--- config.mk ---
export PLATFORM = sky130hd
export DESIGN_NAME = mux_display_scan
export DESIGN_NICKNAME = d
export VERILOG_FILES = /design/src/rtl/mux_display_scan.sv
export SDC_FILE = /design/constraint.sdc
export NUM_CORES = 1
export LEC_CHECK = 0
export CORE_MARGIN = 1
export CORE_UTILIZATION = 39
export CTS_CLUSTER_DIAMETER = 150
export DETAILED_ROUTE_END_ITERATION = 12
export PLACE_DENSITY = 0.56
export SLEW_MARGIN = 20
export SYNTH_ARGS = -nofsm -noshare
export SYNTH_HDL_FRONTEND = slang
export SYNTH_SLANG_ARGS = --single-unit
export TNS_END_PERCENT = 1
--- constraint.sdc ---
create_clock -name i_Clk -period 3.85 [get_ports i_Clk]
set_input_delay 0.77 -clock i_Clk [delete_from_list [all_inputs] [get_ports i_Clk]]
set_output_delay 0.77 -clock i_Clk [all_outputs]
set_load 0.01 [all_outputs]
--- src/rtl/mux_display_scan.sv ---
// Four-digit multiplexed hex display scanner with frame-synchronous, tear-free value updates.
// Optional leading-zero blanking is compiled in by defining MUX_DISPLAY_LEADING_ZERO_BLANK_EN.
module mux_display_scan #(
  parameter int CLK_DIV = 50000
) (
  input  logic        i_Clk,
  input  logic        i_Rst_n,
  input  logic [15:0] i_Dato,
  input  logic        i_Cargar,
  output logic [3:0]  o_Bits,
  output logic [3:0]  o_Anodos,
  output logic        o_Frame
);

  localparam int PW = (CLK_DIV > 2) ? $clog2(CLK_DIV) : 1;
  localparam logic [PW-1:0] PRE_MAX = PW'(CLK_DIV - 1);

  typedef enum logic {
    PH_DEAD,
    PH_LIT
  } phase_t;

  logic [PW-1:0] presc_q, presc_d;
  logic [1:0]    idx_q, idx_d;
  logic [15:0]   active_q, active_d;
  logic [15:0]   pending_q, pending_d;
  logic          pend_flag_q, pend_flag_d;
  logic [3:0]    bits_q, bits_d;
  logic [3:0]    anodos_q, anodos_d;
  logic          frame_q, frame_d;
  phase_t        phase_q, phase_d;

  logic          tick;
  logic          wrap;
  logic [3:0]    next_nibble;

`ifdef MUX_DISPLAY_LEADING_ZERO_BLANK_EN
  // A digit is dark when it and every digit to its left is zero; digit 0 never blanks.
  logic blank;

  always_comb begin
    case (idx_q)
      2'd1:    blank = (active_q[15:4] == 12'h000);
      2'd2:    blank = (active_q[15:8] == 8'h00);
      2'd3:    blank = (active_q[15:12] == 4'h0);
      default: blank = 1'b0;
    endcase
  end
`endif

  assign tick = (presc_q == PRE_MAX);
  assign wrap = tick && (idx_q == 2'd3);

  always_comb begin
    case (idx_d)
      2'd0:    next_nibble = active_d[3:0];
      2'd1:    next_nibble = active_d[7:4];
      2'd2:    next_nibble = active_d[11:8];
      default: next_nibble = active_d[15:12];
    endcase
  end

  always_comb begin
    presc_d     = tick ? '0 : presc_q + PW'(1);
    idx_d       = tick ? idx_q + 2'd1 : idx_q;
    active_d    = active_q;
    pending_d   = pending_q;
    pend_flag_d = pend_flag_q;
    frame_d     = wrap;
    bits_d      = bits_q;
    anodos_d    = anodos_q;
    phase_d     = phase_q;

    // Active only changes at the frame boundary, so a frame never mixes two values.
    if (wrap) begin
      if (i_Cargar) begin
        active_d = i_Dato;
      end else if (pend_flag_q) begin
        active_d = pending_q;
      end
      pend_flag_d = 1'b0;
    end else if (i_Cargar) begin
      pending_d   = i_Dato;
      pend_flag_d = 1'b1;
    end

    if (tick) begin
      bits_d   = next_nibble;
      anodos_d = 4'b1111;
      phase_d  = PH_DEAD;
    end else if (phase_q == PH_DEAD) begin
`ifdef MUX_DISPLAY_LEADING_ZERO_BLANK_EN
      anodos_d = blank ? 4'b1111 : ~(4'b0001 << idx_q);
`else
      anodos_d = ~(4'b0001 << idx_q);
`endif
      phase_d  = PH_LIT;
    end
  end

  // Reset parks the scan on digit 3 in the lit phase so the first tick is a frame wrap.
  always_ff @(posedge i_Clk or negedge i_Rst_n) begin
    if (!i_Rst_n) begin
      presc_q     <= '0;
      idx_q       <= 2'd3;
      active_q    <= 16'h0000;
      pending_q   <= 16'h0000;
      pend_flag_q <= 1'b0;
      bits_q      <= 4'h0;
      anodos_q    <= 4'b1111;
      frame_q     <= 1'b0;
      phase_q     <= PH_LIT;
    end else begin
      presc_q     <= presc_d;
      idx_q       <= idx_d;
      active_q    <= active_d;
      pending_q   <= pending_d;
      pend_flag_q <= pend_flag_d;
      bits_q      <= bits_d;
      anodos_q    <= anodos_d;
      frame_q     <= frame_d;
      phase_q     <= phase_d;
    end
  end

  assign o_Bits   = bits_q;
  assign o_Anodos = anodos_q;
  assign o_Frame  = frame_q;

endmodule

# After elaboration in Yosys (flattened, before gate mapping)

Cells that the tools add are included.

Word-level logic and storage cells: 34
Output and inout port bits: 9
Bits in registers: 61
Latch bits: 0
Memory bits (writable): 0
Input port bits: 19
Memories: 0
Memory bits (read-only): 0

Multiplexer cells: 11
Eq/ne operators: 5
Shift operators: 1
Multiply operators: 0
Reduce and logical (&&, ||, !) cells: 4
Add/subtract/negate cells: 2
Magnitude comparators: 0
Div/mod/pow operators: 0
Bitwise logic cells: 2

Operators by type and width:

| operator                | count |
|---|---|
| $mux W16                | 4 |
| $add A16 B1 Y16 const B | 1 |
| $eq A16 B16 Y1 const B  | 1 |
| $pmux W4 S3             | 1 |
| $mux W4                 | 2 |
| $eq A2 B2 Y1 const B    | 2 |
| $not A4 Y4              | 1 |
| $shl A1 B2 Y4 const A   | 1 |
| $mux W1                 | 3 |
| $add A2 B1 Y2 const B   | 1 |
| $eq A2 B1 Y1 const B    | 1 |
| $logic_not A2 Y1        | 1 |
| $mux W2                 | 1 |
| $ne A2 B1 Y1 const B    | 1 |
| $reduce_and A2 Y1       | 1 |
| $reduce_bool A2 Y1      | 1 |
| $logic_and A1 B1 Y1     | 1 |
| $not A1 Y1              | 1 |

# Depth between registers and ports, before layout

Gate-level depths: netlist of the first run.

Word-level depth: 4
Gate-level depth with buffers: 11
Gate-level depth less buffers: 10

# Worst setup path after synthesis of the first run

No wires, ideal clock.

Path kind: register -> register
From: register presc_q[12]
To: register pending_q[4]
Clock period less this slack: 2.160 ns
Setup time: 0.125 ns
Setup slack: 1.690 ns
Cell stages (with the launch flop): 7
Data arrival time: 2.036 ns
Data required time: 3.725 ns
Buffers on the path: 1
Cells stage by stage: dfrtp_1 > or4bb_1 > nor3_4 > nand2_1 > nand2_2 > buf_4 > mux2_2

Word-level cells in the longest chain between the ends: 4

Ends and longest elaborated chain:

| item                               | RTL line | source |
|---|---|---|
| start: declaration                 | 23       | `logic [PW-1:0] presc_q, presc_d;` |
| start signal: assignment           | 114      | `presc_q <= presc_d;` |
| $eq A16 B16 Y1                     | 51       | `assign tick = (presc_q == PRE_MAX);` |
| $logic_and A1 B1 Y1                | 52       | `assign wrap = tick && (idx_q == 2'd3);` |
| $not A1 Y1 (no source line)        | --       |  |
| $reduce_and A2 Y1 (no source line) | --       |  |
| end signal: assignment             | 117      | `pending_q <= pending_d;` |
| end: declaration                   | 26       | `logic [15:0] pending_q, pending_d;` |

Every way passes these cells.
A chain may end at the register's enable or synchronous reset.

# Worst setup path after layout of the first run

From: register presc_q[5]
To: register bits_q[0], in the netlist o_Bits[0]

Word-level cells in the longest chain between the ends: 4
Elaborated cells between the ends (all ways): 8
Classes of those cells: 3 x eq/ne; 3 x mux; 2 x reduce/logical

Ends and longest elaborated chain:

| item                                       | RTL line | source |
|---|---|---|
| $eq A16 B16 Y1 (*)                         | 51       |  |
| $mux W2 (*)                                | 65       | `idx_d = tick ? idx_q + 2'd1 : idx_q;` |
| named net idx_d[1]                         | 24       | `logic [1:0] idx_q, idx_d;` |
| $eq A2 B2 Y1, or another cell as far along | 55       | `case (idx_d)` |
| $pmux W4 S3 (*)                            | 55       |  |
| end signal: assignment                     | 119      | `bits_q <= bits_d;` |
| end: declaration                           | 28       | `logic [3:0] bits_q, bits_d;` |

The timed path passes the listed nets; every way through them passes the cells marked *.

==> summary.txt, run 1 <==
Synth top area share - 45.51%
Largest net degree at the start of global routing - 38
Async set or reset register ratio after synthesis - 100.0%
CP most frequent cell - nor2_1
Slew HR - 45.52%
Post-layout minimum cycle time - 2.563 ns
Met2 Use GR - 29.08%
Largest stage delay on the critical path - 0.47 ns
Core area - 0.007292 mm2
Setup Crit Path Kind - register to register
All-Layer GR Usage - 18.69%
DRT Pass-1 Iters - 4
CP max-delay cell - nor4b_2
Initial antenna violation count - 0
Ports - 28
DR vias - 2145
First-pass GRT wire length - 10930 um
Max IR drop VDD - 0.0001567 V
Worst Setup End Kind - register
Post-CTS setup buffers - 0
Worst Path Max Fanout - 12
Clk sinks - 61
CP Launch Type - register
Worst slew pin tran - 0.8172 ns
Vias in the first global route - 2180
Max-cap violation count - 0
Hold Vio Cnt, Final - 0
Hold WS - 0.4879 ns
Worst-Skew Late Latency - 0.33 ns
Worst min-delay path startpoint - presc_q[0]
DP HPWL - 4611 um
Number of enable flip-flop cells after synthesis - 0
Worst-path cell chain - nor4b_2 > nand2_1 > nor2_1 > inv_2 > mux2i_1 > inv_1 > nor2_1 > nand3b_1 > a31oi_1
Post-route ant nets - 0
Yosys cell types - 46
Final setup fails - 0
Grt ovf - 0
Fmax - 390.1 MHz
Period utilisation layout - 66.58%
Die Wd - 89.25 um
Synthesis-to-layout area growth - 19.26%
Post-Synthesis Cells - 277
Reg2reg start - presc_q[5]
Wire per inst - 15.65 um
RSZ-0062 raised after global routing - false
Crit path launch - presc_q[5]
Clk root buf - clkbuf_8
GP Congestion - 0.8089
Leak - 1.571 nW
Finished Cell Area - 0.003541 mm2
M3 GR Usage - 3.693%
Most common cell in the synthesized netlist - dfrtp_1
Outcome - finished clean
Most Crowded Layer GR - met2
PortBufs - 27
CP Data Arrival Time - 2.81 ns
Dpl ws - 1.016 ns
List of most frequent post-synthesis cells - dfrtp_1 (54), nand2_1 (30), nor2_1 (22)
Seq/Total Area, Yosys - 51.71%
Initial core utilization - 40.72%
Setup Skew - 0.005981 ns
Ys flop type - dfrtp_1
Die height - 89.25 um
CTS hold repair buffers - 0
Number of gates resized after CTS - 0
DRC - 0
Syn_area_per_cell - 10.72 um2
Post-Syn Nets - 301
TritonCTS clock tree - built
Final wirelength - 6399 um
HP Class - register to register
Antenna Cells - 0
Flop and latch count out of synthesis - 61
Die area - 0.007966 mm2
Cell Area, Placed - 0.003316 mm2
CTS H-tree depth - 3
Yosys warns - 0
Clk buf depth - 2
Pwr dens - 393.3 mW/mm2
Clock transition at path regs - 0.07 ns
Met1 usage in global routing - 25.15%
Initial DRC Count - 132
Fin Setup TNS - 0 ns
# rows - 31
Critical Path RT - 4.10 ns
Routed vias/inst - 5.244
Layout cells sized above 1 - 17.74%
NumNets Final - 329
Synth Cell Area - 0.002969 mm2
Largest area contributor in the netlist - dfrtp_1
Pins Over Slew Limit - 0
Final setup margin - 1.287 ns
Synth area leaders - dfrtp_1 (46%), dfstp_2 (6.2%), mux2_2 (5.7%), nand2_1 (3.8%), nor2_1 (2.8%)
TritonCTS buffer count - 9
## worst paths after layout
kind / to / slack, ns / cells past startpoint
min: presc_q[0] / 0.49 / 1
min reg2reg: presc_q[0] / 0.49 / 1
max reg2reg: o_Bits[0] / 1.29 / 9
min in group asynchronous: presc_q[2] / 0.54 / 1
max: o_Bits[0] / 1.29 / 9
max in group asynchronous: pending_q[14] / 2.48 / 2
## cell usage in the layout (no fill, tap or decap), types with 3 or more instances in the layout
cell,instances
a21oi_1,12
a2bb2oi_2,3
a31oi_1,6
and2_1,6
and3_1,6
buf_4,3
clkbuf_8,11
clkdlybuf4s50_1,26
dfrtp_1,54
dfstp_2,7
ha_1,5
inv_1,13
mux2_2,15
mux2i_1,5
nand2_1,30
nand3_1,3
nand3b_1,3
nand4_1,5
nor2_1,22
o211ai_1,9
o21ai_0,8
o22ai_1,10
xnor2_1,6
xor2_1,7
## worst max-delay path, delay by kind of cell, from the launching register on
family	cells	cell delay [ns]
AO/OA/AOI/OAI	1	0.15
buffers and inverters	2	0.31
flip-flops	1	0.45
multiplexers	1	0.43
AND/OR/NAND/NOR	5	1.13
## metal layers
metal / share of wire (%) / vias up
met4: 2.2 / 0
met2: 45 / 50
met3: 3.9 / 14
met1: 49 / 1033
li1: - / 1048
met5: 0 / -
## cell families (layout without fill, tap and decap cells)
kind of cell / count (synthesis) / in the layout / synth area share (%)
AOI/OAI and AO/OA: 60 / 60 / 13.78
xor gates and xnor gates: 13 / 13 / 3.835
adders and majority gates: 5 / 5 / 2.107
buffers and inverters: 27 / 60 / 3.961
DFF: 61 / 61 / 51.71
muxes: 20 / 20 / 7.375
and+or+nand+nor: 91 / 91 / 17.24
## flip-flops by register name, indices dropped and copies added (netlist names), 2 cells and up
| register | count |
|---|---|
| active_q | 16 |
| pending_q | 16 |
| presc_q | 16 |
| o_Anodos | 4 |
| o_Bits | 4 |
| idx_q | 2 |
## report_power, final
| part | total [mW] | leakage [nW] | switching, mW | internal (mW) |
|---|---|---|---|---|
| Combinational | 0.0801 | 0.706 | 0.0402 | 0.0399 |
| Clock | 0.643 | 0.116 | 0.245 | 0.398 |
| Sequential | 0.669 | 0.748 | 0.00948 | 0.660 |
| Total | 1.39 | 1.57 | 0.295 | 1.10 |
## stage by stage
stage | total power [mW] | instances | utilization, %
final | 1.393 | 409 | 48.56
after global routing | 1.445 | 409 | 48.56
after detailed placement | 0.7630 | 393 | 45.47
after global placement | 0.7614 | 393 | 45.47
after CTS | 1.409 | 409 | 48.56
after floorplan | 0.7187 | 277 | -
## cell type report
class                      count  area (um2)
fill                         729        3751
sequential                    61        1535
multi-input combinational    189        1316
timing repair buffer          30       287.8
clock buffer                  12       155.1
tap                           99       123.9
clock inverter                 4       70.07
inverter                      14       52.55
Note: power is estimated with default switching activity, not from simulation.
==> run 2: changes to the inputs <==
- clock period: 3.85 -> 2.46 ns (I/O delays scaled with it)
==> run 2 against run 1 <==
Net effect:
- final cell count grew 2.4%
- first-iteration DRC count down 20%
- critical path type unchanged
- routed wire length decreased by 2.2%
- sequential cell count unchanged
- combinational power increased by 69%
- register-to-register slack got worse by 1.1 ns
- worst hold slack worse by 0.33 ns
- clock power rose by 29%
- sequential share of layout area shrank 0.75 points
- total power rose by 44%
- die area unchanged
- design area up 1.8%
==> summary.txt, run 2 (synthesis gave the netlist of run 1 again) <==
Setup Skew - 0.003821 ns (was 0.005981 ns)
TritonCTS buffer count - 9 (unchanged)
Initial DRC Count - 106 (was 132)
Power Total - 2.008 mW (was 1.393 mW)
GP Congestion - 0.8022 (was 0.8089)
Dpl ws - 0.06826 ns (was 1.016 ns)
Max-cap violation count - 0 (unchanged)
Met2 Use GR - 28.11% (was 29.08%)
Ports - 28 (unchanged)
Final setup fails - 0 (unchanged)
Antenna Cells - 0 (unchanged)
Worst r2r dst - o_Bits[2] (was o_Bits[0])
Wire per inst - 14.94 um (was 15.65 um)
Worst slew pin tran - 0.4357 ns (was 0.8172 ns)
CTS hold repair buffers - 0 (unchanged)
PortBufs - 27 (unchanged)
M3 GR Usage - 6.187% (was 3.693%)
Largest regs - active_q: 16 flops, pending_q: 16 flops, presc_q: 16 flops (unchanged)
Clk root buf - clkbuf_8 (unchanged)
DRC - 0 (unchanged)
Routed vias/inst - 5.124 (was 5.244)
Placed instance count - 405 (was 393)
Final wirelength - 6259 um (was 6399 um)
Synthesis-to-layout area growth - 21.37% (was 19.26%)
Hold WS - 0.1586 ns (was 0.4879 ns)
Clk sinks - 61 (unchanged)
Setup Crit Path Kind - register to register (unchanged)
Leak - 1.614 nW (was 1.571 nW)
Met1 usage in global routing - 25.69% (was 25.15%)
Initial core utilization - 40.72% (unchanged)
Finished Cell Area - 0.003603 mm2 (was 0.003541 mm2)
Worst Setup End Kind - register (unchanged)
Final setup margin - 0.1546 ns (was 1.287 ns)
Initial antenna violation count - 0 (unchanged)
First-pass GRT wire length - 10870 um (was 10930 um)
Grt ovf - 0 (unchanged)
CTS H-tree depth - 3 (unchanged)
CP Data Arrival Time - 2.51 ns (was 2.81 ns)
Period utilisation layout - 93.71% (was 66.58%)
Pins Over Slew Limit - 0 (unchanged)
Fin Setup TNS - 0 ns (unchanged)
All-Layer GR Usage - 18.47% (was 18.69%)
HP Class - primary input to asynchronous set/reset pin (was register to register)
NumNets Final - 341 (was 329)
Hold Vio Cnt, Final - 0 (unchanged)
Die area - 0.007966 mm2 (unchanged)
Pwr dens - 557.2 mW/mm2 (was 393.3 mW/mm2)
RSZ-0062 raised after global routing - false (unchanged)
# rows - 31 (unchanged)
Die Wd - 89.25 um (unchanged)
Clk buf depth - 2 (unchanged)
DP HPWL - 4536 um (was 4611 um)
CP Launch Type - register (unchanged)
Non-filler cells, final - 419 (was 409)
Worst Path Max Fanout - 20 (was 12)
DRT Pass-1 Iters - 4 (unchanged)
Die height - 89.25 um (unchanged)
Slew HR - 70.88% (was 45.52%)
Post-route ant nets - 0 (unchanged)
TritonCTS clock tree - built (unchanged)
Largest net degree at the start of global routing - 62 (was 38)
Cell Area, Placed - 0.003418 mm2 (was 0.003316 mm2)
Most frequent cells in the layout - dfrtp_1 (54), nand2_1 (30), clkdlybuf4s50_1 (26), nor2_1 (22), mux2_2 (15) (unchanged)
Fmax - 433.8 MHz (was 390.1 MHz)
Worst-Skew Late Latency - 0.33 ns (about the same)
Layout cells sized above 1 - 20.94% (was 17.74%)
Most Crowded Layer GR - met2 (unchanged)
Outcome - finished clean (unchanged)
Vias in the first global route - 2150 (was 2180)
Reg2reg start - presc_q[5] (unchanged)
Max IR drop VDD - 0.0002673 V (was 0.0001567 V)
DR vias - 2147 (was 2145)
Critical Path RT - 2.67 ns (was 4.10 ns)
Internal reg-to-reg setup slack - 0.15 ns (was 1.29 ns)
Clock transition at path regs - 0.06 ns (was 0.07 ns)
R2R depth - 7 (was 9)
Core area - 0.007292 mm2 (unchanged)
Post-layout minimum cycle time - 2.305 ns (was 2.563 ns)
Util after Layout - 49.42% (was 48.56%)
Most common cell after layout, fill and taps aside - dfrtp_1 (unchanged)
==> run 2: how the worst max path moves through the flow <==
stage                 from           end  slack [ns]  cells after the start
6_report        presc_q[5]     o_Bits[2]        0.15                      7
5_1_grt         presc_q[5]     o_Bits[2]       0.003                      9
4_1_cts        presc_q[12]     o_Bits[2]        0.06                      7
3_5_place_dp   presc_q[12]     o_Bits[2]        0.07                      7
3_3_place_gp   presc_q[11]     o_Bits[2]        0.11                      7
2_1_floorplan  presc_q[12]  pending_q[4]        0.30                      6
==> run 2: critical path, stage by stage, from the launching register on <==
cell       delay, ns
dfrtp_1         0.44
or4b_4          0.62
nor4_2          0.30
buf_4           0.29
a31oi_1         0.11
o21ai_1         0.22
o2bb2ai_1       0.15
a31oi_1         0.05
==> run 2: repair_timing <==
item,CTS,global route
setup buffers,0,0
setup endpoints to repair,0,2
resized for setup,0,2
==> run 2: report_power, final <==
group	switching [mW]	internal [mW]	total, mW	leakage [nW]
Combinational	0.0649	0.0700	0.135	0.769
Clock	0.363	0.463	0.827	0.0974
Sequential	0.0139	1.03	1.05	0.748
==> run 2: per-layer routing <==
layer	share of wire [%]	wire length (um)	vias to the layer above
li1	-	-	1071
met1	49	3080	1027
met2	47	2934	47
met3	3.6	223	2
met4	0.32	20	0
met5	0	0	-
==> run 2: layout make-up <==
| cell class | instances | area, um2 |
|---|---|---|
| clock buffer | 13 | 178.9 |
| clock inverter | 1 | 5.005 |
| fill | 741 | 3689 |
| inverter | 14 | 52.55 |
| multi-input combinational | 189 | 1318 |
| sequential | 61 | 1535 |
| tap | 99 | 123.9 |
| timing repair buffer | 42 | 390.4 |
